===== src/rtl/image_pkg.sv =====
// Shared constants, state encoding and pixel mapping for the pixel unpacker.
// PIXEL_BINARIZE_EN selects thresholded (0x00 / all-ones) pixels instead of raw values.
package image_pkg;

    localparam int WORD_W  = 32;
    localparam int PIX_W   = 8;
    localparam int NUM_PIX = 784;
    localparam int ADDR_W  = 10;
    localparam int THRESH  = 128;
    localparam int LANES   = WORD_W / PIX_W;
    localparam int LANE_W  = (LANES > 1) ? $clog2(LANES) : 1;

    typedef enum logic [1:0] {
        IDLE,
        LOAD,
        UNPACK,
        DONE
    } state_t;

    // Value actually written to the pixel RAM for one lane
    function automatic logic [PIX_W-1:0] pixelMap(input logic [PIX_W-1:0] lane);
`ifdef PIXEL_BINARIZE_EN
        return (lane >= PIX_W'(THRESH)) ? {PIX_W{1'b1}} : {PIX_W{1'b0}};
`else
        return lane;
`endif
    endfunction

endpackage


===== src/rtl/word_pixel_unpacker_lane_shifter.sv =====
// Holds the lanes of the current word that are still waiting to be written,
// plus a count of which lane is on the write port right now. Lane 0 goes to
// the write register straight from the input word, so only lanes 1..LANES-1
// are kept here and oHead is always the next lane to write.
module lane_shifter
    import image_pkg::*;
(
    input  logic              iCLK,
    input  logic              iRST,
    input  logic              iClear,
    input  logic              iLoad,
    input  logic              iShift,
    input  logic [WORD_W-1:0] iWord,
    output logic [PIX_W-1:0]  oHead,
    output logic              oLast
);

    logic [WORD_W-1:0] shiftReg;
    logic [LANE_W-1:0] laneCnt;

    // Clear beats load beats shift; load restarts the lane count at 0
    always_ff @(posedge iCLK or negedge iRST) begin
        if (!iRST) begin
            shiftReg <= '0;
            laneCnt  <= '0;
        end else if (iClear) begin
            shiftReg <= '0;
            laneCnt  <= '0;
        end else if (iLoad) begin
            shiftReg <= iWord >> PIX_W;
            laneCnt  <= '0;
        end else if (iShift) begin
            shiftReg <= shiftReg >> PIX_W;
            laneCnt  <= laneCnt + LANE_W'(1);
        end
    end

    assign oHead = shiftReg[PIX_W-1:0];
    assign oLast = (laneCnt == LANE_W'(LANES - 1));

endmodule


===== src/rtl/word_pixel_unpacker.sv =====
// Unpacks 32-bit words of four 8-bit pixels into sequential pixel RAM writes,
// one pixel per clock, for one 28x28 frame; flags frame completion and words
// offered after the frame is full.
// Optional: define PIXEL_BINARIZE_EN to write thresholded pixels.
module word_pixel_unpacker
    import image_pkg::*;
(
    input  logic              iCLK,
    input  logic              iRST,
    input  logic              iFrame_start,
    input  logic [WORD_W-1:0] iWord,
    input  logic              iWord_valid,
    output logic              oWord_ready,
    output logic              oPix_wr_en,
    output logic [ADDR_W-1:0] oPix_addr,
    output logic [PIX_W-1:0]  oPix_data,
    output logic              oBusy,
    output logic              oFrame_done,
    output logic              oOverrun
);

    state_t            state;
    logic [ADDR_W-1:0] addrReg;     // address the next written pixel will use
    logic              accept;
    logic              lastPix;     // pixel on the write port is the frame's last
    logic              lastLane;
    logic              shShift;
    logic              emit;
    logic [PIX_W-1:0]  emitSrc;
    logic [PIX_W-1:0]  head;

    lane_shifter uShifter (
        .iCLK   (iCLK),
        .iRST   (iRST),
        .iClear (iFrame_start),
        .iLoad  (accept),
        .iShift (shShift),
        .iWord  (iWord),
        .oHead  (head),
        .oLast  (lastLane)
    );

    assign lastPix = (oPix_addr == ADDR_W'(NUM_PIX - 1));

    // Ready in LOAD, or on the final lane of a word when the frame has room left; a frame start always blocks it
    always_comb begin
        oWord_ready = 1'b0;
        if (!iFrame_start) begin
            if (state == LOAD) begin
                oWord_ready = 1'b1;
            end else if (state == UNPACK && lastLane && !lastPix) begin
                oWord_ready = 1'b1;
            end
        end
    end

    assign accept  = iWord_valid && oWord_ready;
    assign shShift = (state == UNPACK) && !lastLane && !lastPix && !iFrame_start;

    // Choose the pixel for the next write: lane 0 of a freshly accepted word, else the next held lane
    always_comb begin
        emit    = 1'b0;
        emitSrc = iWord[PIX_W-1:0];
        if (accept) begin
            emit    = 1'b1;
            emitSrc = iWord[PIX_W-1:0];
        end else if (shShift) begin
            emit    = 1'b1;
            emitSrc = head;
        end
    end

    // Frame FSM, address counter, registered write port and sticky overrun flag
    always_ff @(posedge iCLK or negedge iRST) begin
        if (!iRST) begin
            state      <= IDLE;
            addrReg    <= '0;
            oPix_wr_en <= 1'b0;
            oPix_addr  <= '0;
            oPix_data  <= '0;
            oOverrun   <= 1'b0;
        end else begin
            oPix_wr_en <= emit;
            if (emit) begin
                oPix_data <= pixelMap(emitSrc);
                oPix_addr <= addrReg;
                // Hold at the last pixel so the address never leaves the frame
                if (addrReg != ADDR_W'(NUM_PIX - 1)) begin
                    addrReg <= addrReg + ADDR_W'(1);
                end
            end
            if (iFrame_start) begin
                state    <= LOAD;
                addrReg  <= '0;
                oOverrun <= 1'b0;
            end else begin
                case (state)
                    IDLE: begin
                        state <= IDLE;
                    end
                    LOAD: begin
                        if (accept) begin
                            state <= UNPACK;
                        end
                    end
                    UNPACK: begin
                        if (lastPix) begin
                            state <= DONE;
                        end else if (lastLane && !accept) begin
                            state <= LOAD;
                        end
                    end
                    DONE: begin
                        if (iWord_valid) begin
                            oOverrun <= 1'b1;
                        end
                    end
                    default: begin
                        state <= IDLE;
                    end
                endcase
            end
        end
    end

    assign oBusy       = (state == LOAD) || (state == UNPACK);
    assign oFrame_done = (state == DONE);

endmodule


===== config.mk =====
export PLATFORM = sky130hd
export DESIGN_NAME = word_pixel_unpacker
export DESIGN_NICKNAME = d
export VERILOG_FILES = /design/src/rtl/image_pkg.sv /design/src/rtl/word_pixel_unpacker_lane_shifter.sv /design/src/rtl/word_pixel_unpacker.sv
export SDC_FILE = /design/constraint.sdc
export NUM_CORES = 1
export LEC_CHECK = 0
export ABC_AREA = 1
export CORE_ASPECT_RATIO = 0.9
export CORE_MARGIN = 2
export CORE_UTILIZATION = 30
export CTS_CLUSTER_DIAMETER = 30
export DETAILED_ROUTE_END_ITERATION = 7
export PLACE_DENSITY = 0.49
export REMOVE_ABC_BUFFERS = 1
export SLEW_MARGIN = 20
export SYNTH_ARGS = -nofsm -noshare
export SYNTH_HDL_FRONTEND = slang
export SYNTH_SLANG_ARGS = --single-unit

===== constraint.sdc =====
create_clock -name iCLK -period 4.2 [get_ports iCLK]
set_input_delay 1.26 -clock iCLK [delete_from_list [all_inputs] [get_ports iCLK]]
set_output_delay 1.26 -clock iCLK [all_outputs]
set_load 0.03 [all_outputs]

==> out/qor.yml, run 1 <==
yosys:
  synth_compound_area_share_pct: 6.57
  synth-seq-area-share_pct: 48.3
  synth_cells: 366
  synth-simple-area-share_pct: 32.7
  synthArstFlopShare_pct: 100
  synthXorXnorAreaFrac_pct: 2.33
  syn_area_per_cell_um2: 8.22
  yosys.cell_types.count: 27
  synth_edf_count: 0
  syn-cell-area_um2: 3010
  synthAdderAreaFrac_pct: 2.50
  synth.area.mux_share_pct: 0
  ys_warn_count: 0
  synthFlopType: "dfrtp_1"
  synth_top_family_by_area: "simple AND/OR/NAND/NOR gates"
  ys_ff_latch: 58
  synth_area_leaders: "dfrtp_1 (48%), nand2_1 (14%), nand3_1 (7.8%), nand3b_1 (4.5%), inv_1 (4.1%)"
  synth_area_leader_cell: "dfrtp_1"
  yosysTopAreaCellShare_pct: 48.3
power:
  p_seq_share_pct: 39.0
  vdd_drop_max_mv: 0.183
  p_sw_share_pct: 35.9
  power.internal_w: 0.00117
  combPwrFrac_pct: 33.1
  fin_total_pwr_w: 0.00183
  power_density_nw_per_um2: 471
  switchingPower_w: 0.000658
  p_leak_nw: 1.86
  clkPwrFrac_pct: 27.9
timing:
  worst_slack_ps: 549
  skew_ps: 7.86
  finalSetupTns_ps: 0
  fmax_mhz: 274
  hold_violations: 0
  finalCritPeriodShare_pct: 86.9
  rsz0062_at_grt: "false"
  finalSetupViolCount: 0
  final.min_clock_period_ps: 3650
  slew-limit-headroom_pct: 48.6
  tightest_slew_ps: 771
  drv_slew: 0
place:
  numPortBuffers: 58
  pre_cts_slack_ps: 558
  dp_hpwl_um: 5180
  routabilityCongestion: 0.813
die:
  fp-row-count: 34
  start_util_pct: 31.0
  die_w_um: 110
  fp.coreArea_um2: 9700
  die_y_um: 99.0
  dieArea_um2: 10800
  ios: 59
grt:
  grtUsageTotal_pct: 14.6
  overflow: 0
  antenna_found_initial: 0
  grt_pass1_vias: 2460
  grt_pass1_wl_um: 12300
  grt_max_degree: 33
critical_path:
  critical_path.slowest_cell: "clkdlybuf4s50_1"
  slowest_delay_ps: 500
  cp-end-kind: "primary output"
  crit_path_start_kind: "primary input"
  critical_path_arrival_ps: 2390
  critPathMaxFanout: 18
  path_class: "in2out"
  cp.required_ps: 2940
  crit_chain: "clkdlybuf4s50_1, nor2_1, inv_1, nand2_4, buf_4"
hold_path:
  worstHoldPathType: "reg2reg"
cts:
  cts_buffers: 9
  htree_levels: 3
  clk_latency_ps: 330
  hold_buffers: 0
  post_cts_resized: 0
  cts_setup_buffers: 0
  cts.path.max_buffers: 2
  cts.root.buffer_cell: "clkbuf_8"
  clkTransAtPathRegs_ps: 70
  cts_tree: "yes"
  clock-sinks: 58
run:
  max-cap-violations: 0
detailed_routing:
  vias_per_cell: 4.48
  drc: 0
  dr.pass1.iters: 4
  drtIter0Drc: 129
  via_count: 2498
  routed_wl_um: 7320
  wl_per_cell_um: 13.1
  drtAntennaViolNets: 0
finish:
  layout.core_utilization_pct: 40.1
  nets: 468
  area_delta_synth_final_pct: 29.3
  layout_common_cells: "nand2_1 (111), dfrtp_1 (58), clkdlybuf4s50_1 (56)"
  layout_commonest_cell: "nand2_1"
  diodes: 0
  drive_gt1_share_pct: 10.7
outcome:
  status: "finished clean"
==> area by class of cell <==
| type | instances | area, um^2 |
|---|---|---|
| timing repair buffer | 64 | 618 |
| inverter | 38 | 143 |
| sequential | 58 | 1450 |
| tap | 126 | 158 |
| fill | 1020 | 5810 |
| clock buffer | 11 | 141 |
| multi-input combinational | 255 | 1330 |
| clock inverter | 5 | 53.8 |
==> kinds of logic (layout without fill, tap and decap cells) <==
kind of cell	after synthesis	count (layout)
compound gates	29	29
xor+xnor	8	8
fa+ha+maj	6	6
buf+inv	53	118
flops	58	58
simple gates	212	212
==> worst paths after layout <==
check | end | from | slack, ps | depth (start not counted)
max in group asynchronous | state[1]$_DFFE_PN0P_ | iRST | 2490 | 2
worst min register to register | uShifter.shiftReg[1]$_DFFE_PN0P_ | uShifter.shiftReg[1]$_DFFE_PN0P_ | 470 | 2
min in group asynchronous | oPix_addr[1]$_DFFE_PN0P_ | iRST | 1010 | 1
worst max-delay path | oWord_ready | iFrame_start | 550 | 5
worst min-delay path | uShifter.shiftReg[1]$_DFFE_PN0P_ | uShifter.shiftReg[1]$_DFFE_PN0P_ | 470 | 2
worst max register to register | uShifter.shiftReg[5]$_DFFE_PN0P_ | state[0]$_DFFE_PN0P_ | 1880 | 11
==> per-layer routing <==
metal / up-vias / GRT usage, % / routed length [um] / share of wire, %
li1: 1296 / - / - / -
met1: 1160 / 21.6 / 3780 / 52
met2: 40 / 20.9 / 3240 / 44
met3: 2 / 2.71 / 256 / 3.5
met4: 0 / 5.94 / 49 / 0.67
met5: - / 0 / 0 / 0
==> registers in the layout (all words and copies together) (netlist names) <==
register           cells
oOverrun               1
state                  2
oPix_data              8
uShifter.shiftReg     24
oPix_addr             10
addrReg               10
oPix_wr_en             1
uShifter.laneCnt       2
==> cells in the mapped netlist, types with 2 or more instances <==
cell type,count
nand2_1,111
dfrtp_1,58
nand3_1,47
inv_1,33
nor2_1,20
nand3b_1,18
o21ai_0,13
o21ai_2,13
clkbuf_1,6
ha_1,6
xor2_1,6
buf_2,5
nand4_1,5
inv_2,4
nor3_1,4
buf_6,3
nand2_2,2
nand2_4,2
xnor2_1,2
==> through the flow <==
stage                     cell area [um^2]  hold slack [ps]  std cells
final                                 3890              475        557
after global routing                  3890              498        557
after CTS                             3890              479        557
after detailed placement              3690              461        541
after global placement                3690              457        541
after floorplan                       2920              443        351
==> power groups by stage <==
| stage | Combinational [W] | Sequential [W] | Clock, W |
|---|---|---|---|
| 2_1_floorplan | 0.000280 | 0.000809 | 0 |
| 3_3_place_gp | 0.000610 | 0.000722 | 0 |
| 3_5_place_dp | 0.000612 | 0.000725 | 0 |
| 4_1_cts | 0.000616 | 0.000715 | 0.000533 |
| 6_report | 0.000606 | 0.000714 | 0.000512 |
| 5_1_grt | 0.000673 | 0.000728 | 0.000559 |
==> critical path: cells and delay by family <==
kind	cells	cell delay, ps
simple gates	2	340
buf+inv	3	790
No activity file was read; power rests on OpenSTA's default activity.
==> run 2: changes to the inputs <==
--- a/config.mk
+++ b/config.mk
@@ -11,8 +11,10 @@
 export CORE_UTILIZATION = 30
 export CTS_CLUSTER_DIAMETER = 30
 export DETAILED_ROUTE_END_ITERATION = 7
+export GPL_ROUTABILITY_DRIVEN = 0
 export PLACE_DENSITY = 0.49
 export REMOVE_ABC_BUFFERS = 1
+export SKIP_CTS_REPAIR_TIMING = 1
 export SLEW_MARGIN = 20
 export SYNTH_ARGS = -nofsm -noshare
 export SYNTH_HDL_FRONTEND = slang
==> results of run 2 <==
Final layout, timing and power as in run 1 (identical DEF).
==> run 3: changes to the inputs <==
--- a/config.mk
+++ b/config.mk
@@ -12,6 +12,7 @@
 export CTS_CLUSTER_DIAMETER = 30
 export DETAILED_ROUTE_END_ITERATION = 7
 export GPL_ROUTABILITY_DRIVEN = 0
+export HOLD_SLACK_MARGIN = 0.03
 export PLACE_DENSITY = 0.49
 export REMOVE_ABC_BUFFERS = 1
 export SKIP_CTS_REPAIR_TIMING = 1
==> results of run 3 <==
Final layout, timing and power as in run 1 (identical DEF).
